**config.mk**
```make
export PLATFORM = sky130hd
export DESIGN_NAME = uart_wb_arbiter
export DESIGN_NICKNAME = d
export VERILOG_FILES = /design/src/rtl/uart_wb_arbiter.sv
export SDC_FILE = /design/constraint.sdc
export NUM_CORES = 1
export LEC_CHECK = 0
export ABC_AREA = 1
export CORE_AREA = 2 2 122 124
export DETAILED_ROUTE_END_ITERATION = 6
export DIE_AREA = 0 0 124 126
export DONT_BUFFER_PORTS = 1
export GPL_TIMING_DRIVEN = 1
export SYNTH_ARGS = -nofsm -noshare
export SYNTH_HDL_FRONTEND = slang
export SYNTH_SLANG_ARGS = --single-unit
```
**constraint.sdc**
```tcl
create_clock -name wb_clk_i -period 1.6 [get_ports wb_clk_i]
set_input_delay 0.32 -clock wb_clk_i [delete_from_list [all_inputs] [get_ports wb_clk_i]]
set_output_delay 0.32 -clock wb_clk_i [all_outputs]
set_load 0.02 [all_outputs]
```
**src/rtl/uart_wb_arbiter.sv**
```systemverilog
// Two-master Wishbone arbiter for the shared UART slave port: round-robin on contention, grant held for whole cycles.
// Optional stall watchdog compiled in with `define UART_WB_ARB_TIMEOUT_EN; aborts a transfer after TIMEOUT_CYCLES stalled strobes.
module uart_wb_arbiter #(
    parameter int unsigned TIMEOUT_CYCLES = 255
) (
    input  logic        wb_clk_i,
    input  logic        wb_rst_n_i,

    input  logic        m0_wbs_cyc_i,
    input  logic        m0_wbs_stb_i,
    input  logic        m0_wbs_we_i,
    input  logic [31:0] m0_wbs_adr_i,
    input  logic [31:0] m0_wbs_dat_i,
    input  logic [3:0]  m0_wbs_sel_i,
    output logic [31:0] m0_wbs_dat_o,
    output logic        m0_wbs_ack_o,

    input  logic        m1_wbs_cyc_i,
    input  logic        m1_wbs_stb_i,
    input  logic        m1_wbs_we_i,
    input  logic [31:0] m1_wbs_adr_i,
    input  logic [31:0] m1_wbs_dat_i,
    input  logic [3:0]  m1_wbs_sel_i,
    output logic [31:0] m1_wbs_dat_o,
    output logic        m1_wbs_ack_o,

    output logic        s_wbs_cyc_o,
    output logic        s_wbs_stb_o,
    output logic        s_wbs_we_o,
    output logic [31:0] s_wbs_adr_o,
    output logic [31:0] s_wbs_dat_o,
    output logic [3:0]  s_wbs_sel_o,
    input  logic [31:0] s_wbs_dat_i,
    input  logic        s_wbs_ack_i,

    output logic [1:0]  gnt_o,
    output logic        timeout_o
);

    if (TIMEOUT_CYCLES < 1 || TIMEOUT_CYCLES > 1023) begin : g_bad_timeout
        $error("uart_wb_arbiter: TIMEOUT_CYCLES must be within 1..1023");
    end

    // Encoding doubles as the one-hot grant vector.
    typedef enum logic [1:0] {
        IDLE = 2'b00,
        GNT0 = 2'b01,
        GNT1 = 2'b10
    } state_t;

    state_t state_q, state_d;
    logic   rr_q, rr_d;
    logic   req0, req1;
    logic   granted;
    logic   fire;

    assign req0    = m0_wbs_cyc_i & m0_wbs_stb_i;
    assign req1    = m1_wbs_cyc_i & m1_wbs_stb_i;
    assign granted = (state_q == GNT0) || (state_q == GNT1);

    always_ff @(posedge wb_clk_i or negedge wb_rst_n_i) begin
        if (!wb_rst_n_i) begin
            state_q <= IDLE;
            rr_q    <= 1'b0;
        end else begin
            state_q <= state_d;
            rr_q    <= rr_d;
        end
    end

    // rr_q names the master that wins the next tie: 0 = m0, 1 = m1.
    always_comb begin
        state_d = state_q;
        rr_d    = rr_q;
        case (state_q)
            IDLE: begin
                if (req0 && req1) begin
                    state_d = rr_q ? GNT1 : GNT0;
                    rr_d    = ~rr_q;
                end else if (req0) begin
                    state_d = GNT0;
                    rr_d    = 1'b1;
                end else if (req1) begin
                    state_d = GNT1;
                    rr_d    = 1'b0;
                end
            end
            GNT0:    if (!m0_wbs_cyc_i) state_d = IDLE;
            GNT1:    if (!m1_wbs_cyc_i) state_d = IDLE;
            default: state_d = IDLE;
        endcase
    end

`ifdef UART_WB_ARB_TIMEOUT_EN
    localparam logic [9:0] TIMEOUT_LIM = 10'(TIMEOUT_CYCLES);

    logic [9:0] cnt_q, cnt_d;

    assign fire = granted && (cnt_q == TIMEOUT_LIM);

    always_comb begin
        cnt_d = cnt_q;
        if (!granted || state_d == IDLE || fire || s_wbs_ack_i) begin
            cnt_d = '0;
        end else if (s_wbs_stb_o) begin
            cnt_d = cnt_q + 10'd1;
        end
    end

    always_ff @(posedge wb_clk_i or negedge wb_rst_n_i) begin
        if (!wb_rst_n_i) begin
            cnt_q <= '0;
        end else begin
            cnt_q <= cnt_d;
        end
    end
`else
    assign fire = 1'b0;
`endif

    assign timeout_o = fire;
    assign gnt_o     = state_q;

    // Pure combinational routing; an abort cycle substitutes a local ack and withdraws the strobe.
    always_comb begin
        s_wbs_cyc_o  = 1'b0;
        s_wbs_stb_o  = 1'b0;
        s_wbs_we_o   = 1'b0;
        s_wbs_adr_o  = 32'h0;
        s_wbs_dat_o  = 32'h0;
        s_wbs_sel_o  = 4'h0;
        m0_wbs_ack_o = 1'b0;
        m0_wbs_dat_o = 32'h0;
        m1_wbs_ack_o = 1'b0;
        m1_wbs_dat_o = 32'h0;
        case (state_q)
            GNT0: begin
                s_wbs_cyc_o  = m0_wbs_cyc_i;
                s_wbs_stb_o  = m0_wbs_stb_i & ~fire;
                s_wbs_we_o   = m0_wbs_we_i;
                s_wbs_adr_o  = m0_wbs_adr_i;
                s_wbs_dat_o  = m0_wbs_dat_i;
                s_wbs_sel_o  = m0_wbs_sel_i;
                m0_wbs_ack_o = fire | s_wbs_ack_i;
                m0_wbs_dat_o = fire ? 32'hDEAD_BEEF : s_wbs_dat_i;
            end
            GNT1: begin
                s_wbs_cyc_o  = m1_wbs_cyc_i;
                s_wbs_stb_o  = m1_wbs_stb_i & ~fire;
                s_wbs_we_o   = m1_wbs_we_i;
                s_wbs_adr_o  = m1_wbs_adr_i;
                s_wbs_dat_o  = m1_wbs_dat_i;
                s_wbs_sel_o  = m1_wbs_sel_i;
                m1_wbs_ack_o = fire | s_wbs_ack_i;
                m1_wbs_dat_o = fire ? 32'hDEAD_BEEF : s_wbs_dat_i;
            end
            default: ;
        endcase
    end

endmodule

```
==> flow_metrics.tcl, run 1 <==
set metrics [dict create \
    cp_common_cell "buf_12" \
    crit_family "buffers and inverters" \
    synth_edf_count 0 \
    rsz0062_at_grt "true" \
    grt_overflow_total 0 \
    die_x_um 124 \
    clkLatencyLatePin_ps 220 \
    max_cap_violations 0 \
    synth.net_count 585 \
    rows 44 \
    gp_congestion 0.843 \
    grt_pass1_wl_mm 10.7 \
    ir_drop_mv 1.19 \
    synth_cells 405 \
    numCtsBuffers 3 \
    status "complete, but fails checks" \
    clock-sinks 3 \
    die_area_um2 15600 \
    finalHoldViolations 0 \
    cellLeakagePower_nw 1.62 \
    hold_path.class "in -> reg" \
    max_stage_delay_ps 410 \
    criticalPathCategory "reg -> out" \
    final_nets 609 \
    start_util 0.126 \
    grt_usage 0.0865 \
    finalNonFillerCells 612 \
    yosysUniqueCellTypes 15 \
    drt-total-wl_mm 11.3 \
    synth_flop_cell "dfrtp_1" \
    clk_path_buf_depth 2 \
    dpl_cell_area_um2 2950 \
    end_kind "output port" \
    grt_max_degree 45 \
    max_freq_mhz 535 \
    cp_data_required_time_ps 1280 \
    drt_first_pass_iters 4 \
    reg2reg_slack_ps 60 \
    worstPathMaxFanout 11 \
    fillerInstances 1548 \
    yosysWarnings 0 \
    fin_area_um2 4030 \
    ios 317 \
    synth.avg_cell_area_um2 4.46 \
    synth_seq_cells 3 \
    dp_hpwl_mm 6.86 \
    cp_num_buf_inv 5 \
    drive_gt1_frac 0.685 \
    dr.first_iter.drc_count 86 \
    fin_skew_ps 1.64 \
    cp_slowest_cell "dfrtp_2" \
    wire_per_inst_um 18.5 \
    powerDensity_nw_per_um2 2190 \
    num_vias 2731 \
    path_cells "buf_4, ha_4, buf_12, clkbuf_16, buf_12, nand2_1, inv_2" \
    multiInputGateArea_um2 2460 \
    setup_violations 137 \
    syn_area_um2 1810 \
    ant_nets 0 \
    coreArea_um2 14300 \
    diodes 0 \
    cts_tree "yes" \
    dpl.cell_count 580 \
    root_buffer "clkbuf_16" \
    io_buffers 0 \
    antenna_found_initial 0 \
    crit_path_start_kind "flop" \
    place_ws_ps -15.5 \
    cts-htree-levels 1 \
    path_clk_slew_ps 30 \
    async_flop_share 1.00 \
    seqCellArea_um2 77.6 \
    area_growth_pct 123 \
    violations "setup timing" \
    die_y_um 126 \
    period_needed_ps 1870 \
    setup_ws_ps -269 \
    drv_slew 0 \
    crit_arrival_ps 1550 \
    remaining_drc_errors 0 \
    grt_pass1_vias 2159 \
    ys_seq_area_frac 0.0415 \
    finalCritPeriodShare 1.17 \
    drt-vias-per-instance 4.46 \
]
## cells in the final DEF, fill, tap and decap left out
master | synthesis | final
nand2_2 | 0 | 64
nand3_1 | 3 | 3
a21boi_0 | 1 | 1
buf_6 | 10 | 9
nand2_1 | 216 | 121
clkbuf_16 | 0 | 14
inv_6 | 0 | 1
buf_8 | 0 | 7
dfrtp_2 | 0 | 2
buf_4 | 2 | 9
nand2_4 | 0 | 31
dfrtp_1 | 3 | 1
nor2_4 | 0 | 1
buf_12 | 0 | 14
inv_4 | 0 | 30
a21oi_4 | 0 | 70
inv_1 | 71 | 2
dlygate4sd3_1 | 0 | 1
conb_1 | 1 | 1
o21ai_0 | 2 | 2
ha_1 | 3 | 1
a21oi_1 | 71 | 1
inv_2 | 1 | 39
ha_4 | 0 | 2
clkbuf_1 | 7 | 1
## synth_stat cells, types with 2 or more instances
master / n / area, um^2
a21oi_1: 71 / 355
nand2_1: 216 / 811
dfrtp_1: 3 / 75.1
buf_4: 2 / 15.0
nand3_1: 3 / 15.0
clkbuf_1: 7 / 26.3
buf_2: 13 / 65.1
ha_1: 3 / 37.5
inv_1: 71 / 267
buf_6: 10 / 113
o21ai_0: 2 / 10.0
## what timing repair did
item,4_1_cts,5_1_grt
gates cloned,0,18
pin swaps,4,83
endpoints found under the setup margin,137,138
resized for setup,64,173
endpoints found under the hold margin,3,0
hold buffers,1,0
buffers inserted,0,9
## sequential cells by signal, summed over array words and instances, names as in the netlist
signal	count
gnt_o	2
rr_q	1
## kinds of logic (layout without fill, tap and decap cells)
kind of cell    count (synthesis)  after routing  synth area share
buf+inv                       104            127             0.271
fa+ha+maj                       3              3            0.0208
simple gates                  220            220             0.459
compound gates                 74             74             0.206
flops                           3              3            0.0415
other cells                     1              1           0.00207
## final cells by class
class | instances | area share
clock buffer | 4 | 0.0195
inverter | 72 | 0.0868
timing repair buffer | 51 | 0.208
multi-input combinational | 298 | 0.609
sequential | 3 | 0.0192
tap | 184 | 0.0571
## stage by stage
stage | total power, W | util | hold slack [ps] | setup TNS, ps
final | 0.00885 | 0.282 | 348 | -28950
after global routing | 0.00933 | 0.282 | 373 | -36270
after CTS | 0.00689 | 0.213 | 365 | -22320
after detailed placement | 0.00634 | 0.206 | 24.7 | -67.4
after global placement | 0.00633 | 0.206 | 24.7 | -6.28
after floorplan | 0.00583 | - | 24.4 | -855
## tightest hold or removal path, cell delays in order
cell,delay (ps)
nand2_2,30
nand2_2,60
a21oi_1,40
nand2_1,50
nand2_1,40
## final timing paths
check / from / end / depth (start not counted)
worst max-delay path: gnt_o[1] / m1_wbs_dat_o[15] / 7
worst min-delay path: m0_wbs_cyc_i / gnt_o[1] / 5
worst max register to register: gnt_o[1] / gnt_o[0] / 10
worst min register to register: gnt_o[1] / gnt_o[1] / 2
max in group asynchronous: wb_rst_n_i / gnt_o[1] / 1
min in group asynchronous: wb_rst_n_i / rr_q / 1
## per-layer routing
layer | wire, um | global-route usage | share of wire
met1 | 4110 | 0.0992 | 0.36
met2 | 6080 | 0.161 | 0.54
met3 | 836 | 0.0154 | 0.074
met4 | 304 | 0.0251 | 0.027
met5 | 0 | 0 | 0
## where the power goes
group | switching (W) | internal [W]
combinational | 0.00537 | 0.00294
sequential | 0.0000305 | 0.000116
clock | 0.0000670 | 0.000329
(Power assumes the default switching activity.)
==> run 2: changes to the inputs <==
--- a/config.mk
+++ b/config.mk
@@ -6,11 +6,15 @@
 export NUM_CORES = 1
 export LEC_CHECK = 0
 export ABC_AREA = 1
+export CELL_PAD_IN_SITES_DETAIL_PLACEMENT = 1
+export CELL_PAD_IN_SITES_GLOBAL_PLACEMENT = 2
 export CORE_AREA = 2 2 122 124
 export DETAILED_ROUTE_END_ITERATION = 6
 export DIE_AREA = 0 0 124 126
 export DONT_BUFFER_PORTS = 1
 export GPL_TIMING_DRIVEN = 1
+export PLACE_DENSITY_LB_ADDON = 0.1
+export SKIP_LAST_GASP = 1
 export SYNTH_ARGS = -nofsm -noshare
 export SYNTH_HDL_FRONTEND = slang
 export SYNTH_SLANG_ARGS = --single-unit
==> flow_metrics.tcl, run 2 (same netlist as run 1, synthesis figures left out) <==
set metrics [dict create \
    status "complete, but fails checks" \
    violations "setup timing" \
    max_freq_mhz 530 \
    crit_arrival_ps 1570 \
    final_nets 609 \
    crit_path_start_kind "flop" \
    ant_nets 0 \
    clock-sinks 3 \
    cts_tree "yes" \
    ir_drop_mv 0.848 \
    io_buffers 0 \
    criticalPathCategory "reg -> out" \
    finalHoldViolations 0 \
    drive_gt1_frac 0.673 \
    num_vias 2712 \
    max_stage_delay_ps 410 \
    numCtsBuffers 3 \
    antenna_found_initial 0 \
    end_kind "output port" \
    wire_per_inst_um 19.2 \
    cellLeakagePower_nw 1.79 \
    diodes 0 \
    setup_ws_ps -288 \
    root_buffer "clkbuf_16" \
    period_needed_ps 1890 \
    rows 44 \
    coreArea_um2 14300 \
    fin_area_um2 4260 \
    power_w 0.00946 \
    finalCritPeriodShare 1.18 \
    worstPathMaxFanout 12 \
    clk_path_buf_depth 2 \
    area_growth_pct 136 \
    most-common-layout-cells "nand2_1 (128), a21oi_4 (70), nand2_4 (56), inv_4 (46), nand2_2 (32)" \
    rsz0062_at_grt "true" \
    mostFrequentLayoutCell "nand2_1" \
    grt_pass1_wl_mm 14.0 \
    clkLatencyLatePin_ps 220 \
    gp_congestion 0.772 \
    drt-total-wl_mm 11.8 \
    drt_first_pass_iters 4 \
    path_cells "inv_4, buf_4, ha_4, inv_8, buf_16, a21oi_4" \
    dp_hpwl_mm 8.28 \
    dpl.cell_count 579 \
    cp_data_required_time_ps 1280 \
    drv_slew 0 \
    drt-vias-per-instance 4.43 \
    cts-htree-levels 1 \
    grt_pass1_vias 2614 \
    cp_slowest_cell "dfrtp_2" \
    dr.first_iter.drc_count 51 \
    die_y_um 126 \
    die_area_um2 15600 \
    cp_num_buf_inv 4 \
    fin_tns_setup_ps -31250 \
    grt_max_degree 30 \
    max_cap_violations 0 \
    crit_family "buffers and inverters" \
    start_util 0.126 \
    path_clk_slew_ps 30 \
    largest_register_ffs 2 \
    remaining_drc_errors 0 \
    grt_usage 0.115 \
    powerDensity_nw_per_um2 2220 \
    ios 317 \
    dpl_cell_area_um2 2980 \
    post-route-util 0.298 \
    die_x_um 124 \
    hold_path.class "in -> async" \
    finalNonFillerCells 612 \
    grt_overflow_total 0 \
    fin_skew_ps 1.34 \
    setup_violations 138 \
]
[run 2: changes by cell type in the layout (fill, tap and decap cells not counted), sizes merged]
cell	previous run	this run
buf	39	40
bufbuf	0	1
clkbuf	15	13
[run 2: final cells by class]
type                            instances  area, um^2
Multi-Input combinational cell        298        2580
Clock buffer                            4        78.8
Inverter                               72         393
Tap cell                              184         230
Sequential cell                         3        77.6
Fill cell                            1672       10100
Timing Repair Buffer                   51         902
[run 2: layer usage]
layer	track usage	up-vias	share of wire
met5	0	-	0
met4	0.0218	0	0.0082
met3	0.0267	6	0.090
met2	0.244	173	0.58
met1	0.107	1289	0.32
li1	-	1244	-
[run 2: path summary, 6_finish.rpt]
path | start | endpoint | slack, ps | depth (start not counted)
worst max-delay path | gnt_o[0] | s_wbs_adr_o[8] | -290 | 6
worst min-delay path | wb_rst_n_i | gnt_o[0] | 370 | 1
worst max register to register | gnt_o[1] | gnt_o[1] | -150 | 12
worst min register to register | rr_q | rr_q | 570 | 2
max in group asynchronous | wb_rst_n_i | gnt_o[1] | 1060 | 1
min in group wb_clk_i | m1_wbs_stb_i | gnt_o[1] | 390 | 4
[run 2: repair_timing]
item | CTS | global route
setup buffers | 7 | 6
pin swaps | 24 | 63
gates resized for setup | 71 | 205
hold buffers | 1 | 0
cloned | 3 | 12
setup endpoints to repair | 137 | 138
endpoints found under the hold margin | 3 | 0
[run 2: worst register-to-register path: cells and delay by family (launching register included)]
kind	cells	cell delay [ps]
AO/OA/AOI/OAI	1	110
adder cells (fa/ha/maj)	1	170
buffers and inverters	6	770
flip-flops	1	410
AND/OR/NAND/NOR	4	220
[run 2: through the flow]
stage          setup WS (ps)  hold WS [ps]
6_report                -288           367
5_1_grt                 -334           373
4_1_cts                 -278           366
3_5_place_dp           -71.2          24.6
3_3_place_gp           -52.3          24.6
2_1_floorplan          -20.7          24.4
[run 2: where the power goes]
part           leakage, nW  total (W)  internal [W]  switching (W)
registers           0.0356   0.000158      0.000116      0.0000419
clock network       0.0382   0.000392      0.000328      0.0000640
logic                 1.72    0.00891       0.00335        0.00556
==> run 3: changes to the inputs <==
--- a/config.mk
+++ b/config.mk
@@ -6,6 +6,7 @@
 export NUM_CORES = 1
 export LEC_CHECK = 0
 export ABC_AREA = 1
+export CAP_MARGIN = 20
 export CELL_PAD_IN_SITES_DETAIL_PLACEMENT = 1
 export CELL_PAD_IN_SITES_GLOBAL_PLACEMENT = 2
 export CORE_AREA = 2 2 122 124
==> constraint.sdc (replaced) <==
create_clock -name wb_clk_i -period 1.6 [get_ports wb_clk_i]
set_input_delay 0.48 -clock wb_clk_i [delete_from_list [all_inputs] [get_ports wb_clk_i]]
set_output_delay 0.48 -clock wb_clk_i [all_outputs]
set_load 0.02 [all_outputs]
==> flow_metrics.tcl, run 3 (same netlist as run 1, synthesis figures left out) <==
set metrics [dict create \
    finalNonFillerCells 605 \
    cellLeakagePower_nw 1.52 \
    gp_congestion 0.741 \
    grt_usage 0.114 \
    die_y_um 126 \
    power_w 0.00860 \
    drive_gt1_frac 0.577 \
    dr.first_iter.drc_count 36 \
    die_area_um2 15600 \
    grt_overflow_total 0 \
    cp_data_required_time_ps 1120 \
    numCtsBuffers 3 \
    drv_slew 0 \
    root_buffer "clkbuf_16" \
    wire_per_inst_um 18.7 \
    crit_arrival_ps 1540 \
    fin_skew_ps 2.03 \
    ios 317 \
    max_freq_mhz 494 \
    place_ws_ps -192 \
    clock-sinks 3 \
    worstPathMaxFanout 11 \
    finalHoldViolations 0 \
    drt-total-wl_mm 11.3 \
    path_clk_slew_ps 30 \
    diodes 0 \
    clkLatencyLatePin_ps 230 \
    ir_drop_mv 1.48 \
    max_cap_violations 0 \
    end_kind "output port" \
    setup_violations 137 \
    remaining_drc_errors 0 \
    clk_path_buf_depth 2 \
    grt_pass1_vias 2638 \
    status "complete, but fails checks" \
    largest_register_ffs 2 \
    dp_hpwl_mm 8.21 \
    cts-htree-levels 1 \
    coreArea_um2 14300 \
    criticalPathCategory "reg -> out" \
    start_util 0.126 \
    powerDensity_nw_per_um2 2240 \
    fin_tns_setup_ps -47860 \
    antenna_found_initial 0 \
    final_nets 602 \
    grt_max_degree 32 \
    setup_ws_ps -424 \
    area_growth_pct 112 \
    num_vias 2692 \
    rsz0062_at_grt "true" \
    ant_nets 0 \
    dpl.cell_count 578 \
    cts_tree "yes" \
    rows 44 \
    io_buffers 0 \
    mostFrequentLayoutCell "nand2_1" \
    drt-vias-per-instance 4.45 \
    crit_path_start_kind "flop" \
    grt_pass1_wl_mm 14.0 \
    drt_first_pass_iters 4 \
    violations "setup timing" \
    period_needed_ps 2020 \
    most-common-layout-cells "nand2_1 (163), a21oi_4 (70), inv_2 (42), nand2_4 (30), inv_4 (25)" \
    die_x_um 124 \
    hold_path.class "in -> async" \
    finalCritPeriodShare 1.27 \
]
## run 3: final cells by class
class | count | area (um^2)
sequential | 3 | 77.6
clock buffer | 4 | 78.8
fill | 1688 | 10500
inverter | 72 | 343
multi-input combinational | 298 | 2360
tap | 184 | 230
timing repair buffer | 44 | 743
## run 3: worst paths after layout
kind                                 start             end  slack (ps)  depth (start not counted)
worst max-delay path              gnt_o[1]  s_wbs_adr_o[1]        -420                          6
worst min-delay path            wb_rst_n_i        gnt_o[1]         510                          1
worst max register to register    gnt_o[1]        gnt_o[0]         120                          9
worst min register to register        rr_q            rr_q         560                          2
max in group asynchronous       wb_rst_n_i        gnt_o[0]         920                          1
min in group wb_clk_i                 rr_q            rr_q         560                          2
## run 3: power by group
group | total, W | switching [W] | internal (W)
sequential | 0.000147 | 0.0000318 | 0.000116
combinational | 0.00805 | 0.00524 | 0.00282
clock | 0.000401 | 0.0000721 | 0.000329
total | 0.00860 | 0.00534 | 0.00326
## run 3: metal layers
metal  GRT usage  up-vias  wire length (um)  share of wire
met1       0.107     1281              3700           0.33
met4      0.0172        0                56         0.0049
li1            -     1226                 -              -
met2       0.243      179              6380           0.56
met5           0        -                 0              0
met3      0.0299        6              1200           0.11
## run 3: critical path, stage by stage (launching register included)
cell and delay, ps:
dfrtp_2 410, inv_2 90, ha_4 200, buf_6 140, buf_16 140, nand2_1 100, a21oi_4 230
## run 3: through the flow
step / hold WS [ps] / instance area, um^2 / util
after global routing: 518 / 3830 / 0.268
final: 511 / 3830 / 0.268
after CTS: 518 / 3150 / 0.220
after floorplan: 184 / 2760 / -
after global placement: 185 / 2940 / 0.206
after detailed placement: 185 / 2940 / 0.206
## run 3: what timing repair did
action                     in CTS  in global routing
hold buffers                    1                  0
cloned                          3                  9
pin swaps                       9                 49
setup endpoints to repair     137                137
gates resized for setup         3                124
hold endpoints to repair        3                  0
buffers inserted                3                  7
